## src/rtl/mem_arb_pkg.sv

```systemverilog
// Shared definitions for the two-client memory read arbiter: FSM encodings,
// client identifiers and request field widths.
package mem_arb_pkg;

  typedef enum logic [1:0] {
    IDLE = 2'd0,
    REQ  = 2'd1,
    DATA = 2'd2
  } arb_state_t;

  localparam logic CLIENT_I = 1'b0;
  localparam logic CLIENT_D = 1'b1;

  localparam int LEN_W  = 32;
  localparam int SIZE_W = 3;

endpackage

```

## src/rtl/rr_pick2.sv

```systemverilog
// Two-way round-robin picker: a lone requester wins outright, a tie goes to
// the client named by prio.
module rr_pick2
  import mem_arb_pkg::*;
(
  input  logic [1:0] valid,
  input  logic       prio,
  output logic       winner,
  output logic       any
);

  always_comb begin
    any    = |valid;
    winner = CLIENT_I;
    case (valid)
      2'b01:   winner = CLIENT_I;
      2'b10:   winner = CLIENT_D;
      2'b11:   winner = prio;
      default: winner = CLIENT_I;
    endcase
  end

endmodule

```

## src/rtl/mem_read_arbiter.sv

```systemverilog
// Shares one AXI-style read port between instruction- and data-side refill
// clients; the granted client owns the port until its whole burst returns.
module mem_read_arbiter
  import mem_arb_pkg::*;
#(
  parameter int AXI_AWIDTH = 32,
  parameter int AXI_DWIDTH = 32
) (
  input  logic                    clk,
  input  logic                    rst,
  input  logic [1:0]              c_read_request_valid,
  output logic [1:0]              c_read_request_ready,
  input  logic [2*AXI_AWIDTH-1:0] c_read_request_addr,
  input  logic [2*LEN_W-1:0]      c_read_len,
  input  logic [2*SIZE_W-1:0]     c_read_size,
  output logic [AXI_DWIDTH-1:0]   c_read_data,
  output logic [1:0]              c_read_data_valid,
  input  logic [1:0]              c_read_data_ready,
  output logic                    read_request_valid,
  input  logic                    read_request_ready,
  output logic [AXI_AWIDTH-1:0]   read_request_addr,
  output logic [LEN_W-1:0]        read_len,
  output logic [SIZE_W-1:0]       read_size,
  input  logic [AXI_DWIDTH-1:0]   read_data,
  input  logic                    read_data_valid,
  output logic                    read_data_ready
);

  arb_state_t       state;
  logic             grant;
  logic             prio;
  logic             pick_winner;
  logic             pick_any;
  logic [LEN_W-1:0] len_q;
  logic [LEN_W-1:0] beat_cnt;
  logic             req_fire;
  logic             beat_fire;

  rr_pick2 u_pick (
    .valid  (c_read_request_valid),
    .prio   (prio),
    .winner (pick_winner),
    .any    (pick_any)
  );

  // Request/beat handshakes pass straight through to the granted client so
  // the arbiter adds no cycles per beat; only the state itself is registered.
  always_comb begin
    if (grant == CLIENT_D) begin
      read_request_addr = c_read_request_addr[AXI_AWIDTH +: AXI_AWIDTH];
      read_len          = c_read_len[LEN_W +: LEN_W];
      read_size         = c_read_size[SIZE_W +: SIZE_W];
    end else begin
      read_request_addr = c_read_request_addr[0 +: AXI_AWIDTH];
      read_len          = c_read_len[0 +: LEN_W];
      read_size         = c_read_size[0 +: SIZE_W];
    end

    read_request_valid   = (state == REQ);
    c_read_request_ready = 2'b00;
    if (state == REQ) c_read_request_ready[grant] = read_request_ready;

    read_data_ready   = (state == DATA) && c_read_data_ready[grant];
    c_read_data_valid = 2'b00;
    if (state == DATA) c_read_data_valid[grant] = read_data_valid;

    c_read_data = read_data;
  end

  assign req_fire  = read_request_valid && read_request_ready;
  assign beat_fire = read_data_ready && read_data_valid;

  // End of burst is an equality compare, so len_q = all-ones needs no guard.
  always_ff @(posedge clk or negedge rst) begin
    if (!rst) begin
      state    <= IDLE;
      grant    <= CLIENT_I;
      prio     <= CLIENT_I;
      beat_cnt <= '0;
      len_q    <= '0;
    end else begin
      case (state)
        IDLE: begin
          if (pick_any) begin
            grant <= pick_winner;
            state <= REQ;
          end
        end
        REQ: begin
          if (req_fire) begin
            len_q    <= read_len;
            beat_cnt <= '0;
            state    <= DATA;
          end
        end
        DATA: begin
          if (beat_fire) begin
            beat_cnt <= beat_cnt + LEN_W'(1);
            if (beat_cnt == len_q) begin
              state <= IDLE;
              prio  <= ~grant;
            end
          end
        end
        default: state <= IDLE;
      endcase
    end
  end

endmodule

```

## config.mk

```make
export PLATFORM = sky130hd
export DESIGN_NAME = mem_read_arbiter
export DESIGN_NICKNAME = d
export VERILOG_FILES = /design/src/rtl/mem_arb_pkg.sv /design/src/rtl/rr_pick2.sv /design/src/rtl/mem_read_arbiter.sv
export SDC_FILE = /design/constraint.sdc
export NUM_CORES = 1
export LEC_CHECK = 0
export ABC_AREA = 1
export BUFFER_PORTS_ARGS = -buffer_cell sky130_fd_sc_hd__buf_2
export CAP_MARGIN = 20
export CORE_MARGIN = 3
export CORE_UTILIZATION = 46
export DETAILED_ROUTE_END_ITERATION = 8
export PLACE_DENSITY = 0.84
export SYNTH_ARGS = -nofsm -noshare
export SYNTH_HDL_FRONTEND = slang
export SYNTH_SLANG_ARGS = --single-unit
export TNS_END_PERCENT = 20
```

## constraint.sdc

```tcl
create_clock -name clk -period 1.5 [get_ports clk]
set_input_delay 0.225 -clock clk [delete_from_list [all_inputs] [get_ports clk]]
set_output_delay 0.225 -clock clk [all_outputs]
set_load 0.05 [all_outputs]
```

; Word-level counts from Yosys, hierarchy flattened
; Cells that the tools add are included.
[word_totals]
inputBits = 174
regBits = 68
output_inout_bits = 105
word_cells = 50
[classes]
bitwise_logic = 3
n_mux = 18
n_addsub = 1
n_eq_ne = 9
n_lt_le_gt_ge = 2
reduce_logical = 12
[op_table]
columns = cell, n
row1 = 2-to-1 mux 32 bit, 4
row2 = case mux 32 bit (2 select lines), 1
row3 = "adder 32 x 1 -> 32 bit, second input constant", 1
row4 = equality test 32 bit, 1
row5 = 2-to-1 mux 2 bit, 6
row6 = "equality test 2 bit, second input constant", 3
row7 = case mux 2 bit (3 select lines), 1
row8 = AND reduction 3 bit, 2
row9 = bitwise AND 2 bit, 2
row10 = logical AND 1 bit, 4
row11 = "!= test 2 x 1 -> 1 bit, second input constant", 2
row12 = "!= test 2 bit, second input constant", 2
row13 = AND reduction 2 bit, 2
row14 = AND reduction 4 bit, 1
row15 = 2-to-1 mux 1 bit, 3
row16 = 2-to-1 mux 3 bit, 1
row17 = "equality test 2 x 1 -> 1 bit, second input constant", 1
row18 = zero test 2 bit, 1
row19 = "less-than comparator 1 x 2 -> 1 bit, second input constant", 1
row20 = case mux 1 bit (2 select lines), 1
row21 = nonzero test 2 bit, 1
row22 = OR reduction 2 bit, 1
row23 = demux 1 bit (select 1 bit), 1
row24 = ">= comparator 1 bit, second input constant", 1
row25 = NOT 1 bit, 1

; Depth between registers and ports, before layout
; Gate-level depths: netlist (run 1).
[depth]
depth_word = 6
depth_mapped = 11
depth_no_buf = 11

; Modules after synthesis
; A second synthesis (run 1) with hierarchy kept.
[unflattened]
hier_cells = 824
hier_area_um2 = 5122.4
[modules_own_cells]
columns = mod, area_per_inst_um2, cells_per_inst, n_inst, seq_area_each_um2
row1 = mem_read_arbiter, 5099.9, 819, 1, 1701.6
row2 = rr_pick2, 22.5, 5, 1, 0.0

; Least setup slack after synthesis (run 1)
; OpenSTA, ideal clock, no wires.
[synth_path]
path_kind = reg2out
startpoint = register state[1]
endpoint = output c_read_request_ready[0]
required_time_ns = 1.275
path_stages_with_launch = 5
path_buffers = 1
t_arrival_ns = 2.330
slack_ns = -1.055
path_cell_list = dfrtp_1 -> nor2_1 -> nand2_1 -> clkbuf_1 -> nor2_1
[synth_via]
elab_chain_len = 2
[synth_lines]
columns = item, line_no
row1 = "start, declared", mem_read_arbiter.sv:29  ; arb_state_t state;
row2 = "start signal, assigned", mem_read_arbiter.sv:76  ; state <= IDLE;
row3 = "start signal, assigned", mem_read_arbiter.sv:86  ; state <= REQ;
row4 = "start signal, assigned", mem_read_arbiter.sv:93  ; state <= DATA;
row5 = equality test 2 x 1 -> 1 bit, -
row6 = via read_request_valid, mem_read_arbiter.sv:19  ; output logic read_request_valid,
row7 = 2-to-1 mux 2 bit, mem_read_arbiter.sv:61  ; if (state == REQ) c_read_request_ready[grant] = read_request_ready;
row8 = "end, declared", mem_read_arbiter.sv:12  ; output logic [1:0] c_read_request_ready,
; The timed path passes the listed nets, and every way through them passes these cells.

; Final worst setup path (run 1)
[layout_path]
startpoint = register grant
endpoint = output read_len[20]
[layout_via]
elab_chain_len = 1
[layout_lines]
columns = item, line_no
row1 = "start, declared", mem_read_arbiter.sv:30  ; logic grant;
row2 = "start signal, assigned", mem_read_arbiter.sv:85  ; grant <= pick_winner;
row3 = 2-to-1 mux 32 bit, mem_read_arbiter.sv:49  ; if (grant == CLIENT_D) begin
row4 = "end, declared", mem_read_arbiter.sv:22  ; output logic [LEN_W-1:0] read_len,
; Every way passes these cells.

==> metrics.csv, run 1 <==
metric,value,unit
ys.flop_type,dfrtp_1,
seqCellArea,1707,µm²
dp.cells,1186,
core-area,10460,µm²
yosysSeqAreaShare,33.82,%
setup_tns,-27.67,ns
fin_cells,1224,
tightestPinTransition,0.3814,ns
pin_count,279,
worstSetupPathType,register to primary output,
gp_congestion,0.9580,
grt_pass1_wl,32490,µm
setup_violations,130,
overflow,0,
ys_warn_count,0,
final_cell_area,8215,µm²
cts_buffer_depth,2,
wirelength,26230,µm
syn2layout_area_growth,63.29,%
period_minus_slack,1.862,ns
htree_levels,3,
grt_max_degree,69,
grt_antenna_before_repair,1,
crit_path_start_kind,register,
grt_usage,33.44,%
path_clk_slew,0.08,ns
grt_pass1_vias,6320,
root_buffer,clkbuf_8,
status,finished with violations,
post_drt_wl_per_cell,21.43,µm
numPortBuffers,214,
p_leak,4.247,nW
drtAntennaViolNets,0,
finalHoldViolCount,0,
clkSinkCount,68,
tritoncts,built,
worstSetupEndpointType,primary output,
worstSkewPairLatency,0.36,ns
period_share,124.1,%
synth-edff-count,0,
drt-vias-per-instance,5.859,
drc,0,
required,1.27,ns
synth_area,5031,µm²
power-per-cell-area,1849,nW/µm²
timing.final.max_slew_violations,0,
die_x,110.6,µm
die_y,110.6,µm
nets,1257,
rsz0062_at_grt,true,
maxCapViolations,0,
clock_skew,0.01119,ns
ys_seq_elements,68,
drive_above_1_share,42.50,%
syn_nets,1012,
synth_cells,837,
place_area,6623,µm²
multi_input_area,3267,µm²
setup_slack,-0.3619,ns
n_fill_cell,660,
critPathMaxFanout,7,
fmax,537.1,MHz
arrival,1.64,ns
std_cell_rows,37,
yosys.cell_types.count,33,
violations,setup timing,
synth-async-reset-ratio,100.0,%
synth.avg_cell_area,6.011,µm²
vias,7172,
peakVddDrop,1.463,mV
power.total,15.19,mW
min_path_type,primary input to register,
start_util,48.09,%
dp_hpwl,15360,µm
cts_made_buffers,9,
dieArea,12230,µm²
final_util,78.52,%
regToRegSetupSlack,-0.34,ns
relSlewSlack,74.58,%
first_pass_iters,9,
drt_iter0_drc,1128,
path summary, 6_finish.rpt:
kind                                         start      endpoint  cells after the start
setup / recovery                             grant  read_len[20]                      5
hold / removal             c_read_request_valid[1]         grant                      3
setup reg to reg                       beat_cnt[9]      state[1]                     10
hold reg to reg                          len_q[22]     len_q[22]                      2
max in group asynchronous                      rst  beat_cnt[10]                      3
min in group asynchronous                      rst   beat_cnt[7]                      3
synthesized netlist by cell type (5+ instances only):
master | n | area share (%)
a21oi_1 | 9 | 0.90
buf_1 | 6 | 0.45
buf_2 | 8 | 0.80
buf_4 | 33 | 4.9
clkbuf_1 | 12 | 0.90
dfrtp_1 | 68 | 34
inv_1 | 66 | 4.9
nand2_1 | 430 | 32
nand3_1 | 27 | 2.7
nand4_1 | 20 | 2.5
nor2_1 | 70 | 5.2
nor3_1 | 5 | 0.50
o21ai_0 | 45 | 4.5
xnor2_1 | 8 | 1.4
flip-flops by register name, indices dropped and copies added, names as in the netlist:
name	cells
grant	1
beat_cnt	32
len_q	32
state	2
prio	1
cells by family (layout without fill, tap and decap cells):
kind of cell	count (synthesis)	in the layout	synth area share, %
flip-flops	68	68	33.82
other	0	1	0
AO/OA/AOI/OAI	60	60	6.193
XOR/XNOR	12	12	2.089
adder cells (fa/ha/maj)	1	1	0.2487
buffers and inverters	130	379	12.53
AND/OR/NAND/NOR	566	567	45.11
metal layers:
| layer | wire length, µm | share of wire [%] | global-route usage (%) | vias to the layer above |
|---|---|---|---|---|
| li1 | - | - | - | 3042 |
| met1 | 8468 | 32 | 39.19 | 3246 |
| met2 | 11750 | 45 | 51.98 | 672 |
| met3 | 3824 | 15 | 15.12 | 210 |
| met4 | 2088 | 8.0 | 15.11 | 2 |
| met5 | 93 | 0.35 | 5.833 | - |
critical path: stages (launching register included):
cell and delay (ns):
dfrtp_4 0.59, buf_12 0.19, clkbuf_16 0.17, nand2_1 0.09, nand2_2 0.08, buf_8 0.15
per-stage QoR:
stage | worst slack (ns) | hold slack, ns
6_report | -0.3619 | 0.1707
5_1_grt | -0.4020 | 0.1883
4_1_cts | -0.2749 | 0.1401
3_5_place_dp | -0.05371 | 0.2736
3_3_place_gp | -0.02541 | 0.2744
2_1_floorplan | -0.1374 | -0.07059
cells in the final DEF (no fill, tap or decap), types with 3 or more instances in the layout:
cell	Yosys	layout
a21oi_1	9	8
buf_12	0	11
buf_16	0	3
buf_2	8	141
buf_4	33	54
buf_6	1	38
buf_8	0	40
clkbuf_16	0	6
clkbuf_8	0	12
clkinvlp_4	0	3
dfrtp_1	68	66
inv_1	66	66
nand2_1	430	315
nand2_2	3	91
nand2_4	1	27
nand3_1	27	26
nand4_1	20	20
nor2_1	70	58
nor2_2	4	8
nor2_4	1	9
nor3_1	5	3
o21ai_0	45	18
o21ai_1	1	24
o21ai_2	0	4
xnor2_1	8	8
xor2_1	4	4
final cells by class:
class / count / share of cell area, %
Multi-Input combinational cell: 640 / 39.77
Clock buffer: 13 / 2.056
Timing Repair Buffer: 294 / 31.68
Sequential cell: 68 / 20.77
Clock inverter: 3 / 0.2437
Inverter: 69 / 3.381
Antenna cell: 1 / 0.03046
Tap cell: 136 / 2.071
where the power goes:
part	leakage (nW)	internal, mW	total (mW)	switching [mW]
combinational	3.26	4.06	11.0	6.90
sequential	0.894	2.32	2.73	0.415
clock	0.0917	0.735	1.50	0.764
total	4.25	7.11	15.2	8.08
timing repair:
item	4_1_cts	5_1_grt
setup endpoints to repair	83	121
gates cloned	3	7
setup buffers	3	7
endpoints found under the hold margin	68	0
pin swaps	6	20
hold buffers	1	0
gates resized for setup	201	151
(Power assumes the default switching activity.)
==> run 2, diff against run 1 <==
- ABC_CLOCK_PERIOD_IN_PS: unset -> 1500
- CORE_MARGIN: 3 -> 1.5
- SETUP_SLACK_MARGIN: unset -> 0.05
==> metrics.csv, run 2 (same netlist as run 1, synthesis figures left out) <==
metric,value,unit,change
status,finished with violations,,unchanged
violations,setup timing,,unchanged
fin_hold_ws,0.1857,ns,was 0.1707 ns
drt-vias-per-instance,5.935,,was 5.859
dp_hpwl,14870,µm,was 15360 µm
worstSetupEndpointType,register,,was primary output
drc,0,,unchanged
numPortBuffers,214,,unchanged
tightestPinTransition,0.3977,ns,was 0.3814 ns
p_switching,8.162,mW,was 8.078 mW
setup_tns,-26.79,ns,was -27.67 ns
drtAntennaViolNets,0,,unchanged
period_share,126.5,%,was 124.1%
seqPwrFrac,17.2,%,was 18.0%
syn2layout_area_growth,67.62,%,was 63.29%
n_fill_cell,622,,was 660
critPathMaxFanout,7,,unchanged
tritoncts,built,,unchanged
gp_congestion,0.9861,,was 0.9580
grt_max_degree,69,,unchanged
arrival,2.16,ns,was 1.64 ns
cts_made_buffers,9,,unchanged
diodes,0,,was 1
rsz0062_at_grt,true,,unchanged
vias,7354,,was 7172
dieArea,11570,µm²,was 12230 µm²
wirelength,25980,µm,was 26230 µm
die_x,107.6,µm,was 110.6 µm
grt_antenna_before_repair,0,,was 1
clkSinkCount,68,,unchanged
grt_usage,40.13,%,was 33.44%
clock_skew,0.01832,ns,was 0.01119 ns
reg2reg_to,beat_cnt[31],,was state[1]
worstSkewPairLatency,0.37,ns,was 0.36 ns
path_common_cell,nor2_4,,
grt_pass1_wl,34920,µm,was 32490 µm
timing.final.max_slew_violations,0,,unchanged
ff2ff_path_depth,8,,was 10
start_util,46.82,%,was 48.09%
drive_above_1_share,45.59,%,was 42.50%
die_y,107.6,µm,was 110.6 µm
crit_chain,"buf_4, inv_1, nor2_4, nand2_1, nor2_4, nand3_1, nand4_1, o21ai_0",,"was buf_12, clkbuf_16, nand2_1, nand2_2, buf_8"
path_clk_slew,0.09,ns,was 0.08 ns
required,1.76,ns,was 1.27 ns
regToRegSetupSlack,-0.40,ns,was -0.34 ns
p_clk_share,11.3,%,was 9.9%
setup_violations,117,,was 130
critPathMaxStageDelay,0.46,ns,was 0.59 ns
largest_registers,"beat_cnt x32, len_q x32, state x2",,unchanged
finalHoldViolCount,0,,unchanged
final_common_cell,nand2_1,,unchanged
fmax,526.9,MHz,was 537.1 MHz
switching_share,51.38,%,was 53.19%
cp_slowest_cell,dfrtp_1,,was dfrtp_4
overflow,0,,unchanged
nets,1269,,was 1257
period_minus_slack,1.898,ns,was 1.862 ns
maxCapViolations,0,,unchanged
worstSetupPathType,register to register,,was register to primary output
min_to,grant,,unchanged
pwr-share-comb,71.6,%,was 72.1%
crit_path_start_kind,register,,unchanged
htree_levels,3,,unchanged
p_int,7.724,mW,was 7.109 mW
setup_slack,-0.3978,ns,was -0.3619 ns
post_drt_wl_per_cell,20.97,µm,was 21.43 µm
cts_buffer_depth,2,,unchanged
relSlewSlack,73.49,%,was 74.58%
core-area,10750,µm²,was 10460 µm²
grt_pass1_vias,6688,,was 6320
p_leak,4.298,nW,was 4.247 nW
drt_iter0_drc,1167,,was 1128
dpl_worst_slack,-0.05425,ns,was -0.05371 ns
final_cell_mix,"302 x nand2_1, 141 x buf_2, 104 x nand2_2, 64 x dfrtp_1, 63 x inv_1",,"was 315 x nand2_1, 141 x buf_2, 91 x nand2_2, 66 x inv_1, 66 x dfrtp_1"
first_pass_iters,7,,was 9
pin_count,279,,unchanged
min_path_cells,3,,unchanged
crit_family,simple AND/OR/NAND/NOR gates,,was flip-flops
timing.rr.start,beat_cnt[0],,was beat_cnt[9]
peakVddDrop,1.644,mV,was 1.463 mV
power-per-cell-area,1884,nW/µm²,was 1849 nW/µm²
min_path_type,primary input to register,,unchanged
std_cell_rows,38,,was 37
root_buffer,clkbuf_8,,unchanged
holdCritStartpoint,c_read_request_valid[1],,unchanged
crit_buf_inv,2,,was 3
## run 2: changes by cell type in the layout (fill, tap and decap cells not counted), sizes merged
cell and change:
buf +19, bufinv +2, clkbuf -9, clkinvlp +1
diode -1, nand2 -1
## run 2: area by class of cell
cell class | count | area, µm² | share of cell area [%]
Clock buffer | 10 | 137.6 | 1.632
Clock inverter | 6 | 87.58 | 1.039
Sequential cell | 68 | 1707 | 20.24
Multi-Input combinational cell | 639 | 3298 | 39.11
Timing Repair Buffer | 307 | 2758 | 32.70
Inverter | 69 | 270.3 | 3.205
Tap cell | 140 | 175.2 | 2.077
## run 2: per-layer routing
layer | track usage (%) | up-vias | wire, µm | share of wire, %
li1 | - | 3054 | - | -
met1 | 44.61 | 3314 | 8257 | 32
met2 | 65.15 | 729 | 11440 | 44
met3 | 17.80 | 257 | 3870 | 15
met4 | 19.92 | 0 | 2412 | 9.3
met5 | 0.4762 | - | 0 | 0
## run 2: metrics by stage
step	total power, mW	area (µm²)	util, %	std cells
finish	15.89	8433	78.48	1239
global route	16.32	8433	78.48	1239
CTS	14.29	7930	73.80	1230
detailed placement	10.12	6658	61.96	1198
global placement	10.00	6658	61.96	1198
floorplan	8.046	5210	-	837
## run 2: worst max-delay path by stage
stage | end | start | cells past startpoint | slack, ns
after floorplan | beat_cnt[25] | state[1] | 10 | -0.14
after global placement | read_request_addr[7] | grant | 4 | -0.03
after detailed placement | beat_cnt[27] | beat_cnt[12] | 8 | -0.05
after CTS | read_len[24] | grant | 6 | -0.29
after global routing | beat_cnt[31] | beat_cnt[0] | 8 | -0.40
final | beat_cnt[31] | beat_cnt[0] | 8 | -0.40
## run 2: worst reg2reg max path: cells and delay by family, from the launching register on
| family | cells | cell delay [ns] |
|---|---|---|
| AND/OR/NAND/NOR | 5 | 0.94 |
| AO/OA/AOI/OAI | 1 | 0.10 |
| buffers and inverters | 2 | 0.28 |
| flip-flops | 1 | 0.46 |
## run 2: power groups by stage
stage | clock (mW) | combinational, mW | sequential [mW]
after detailed placement | 0 | 7.47 | 2.65
after global routing | 1.85 | 11.7 | 2.75
after CTS | 1.73 | 9.92 | 2.64
after floorplan | 0 | 5.46 | 2.58
final | 1.79 | 11.4 | 2.73
after global placement | 0 | 7.37 | 2.63
## run 2: repair_timing
action	in CTS	in global routing
endpoints found under the hold margin	68	0
setup buffers	8	9
hold buffers	1	0
gates resized for setup	246	154
cloned	7	0
setup endpoints to repair	105	139
pin swaps	10	17
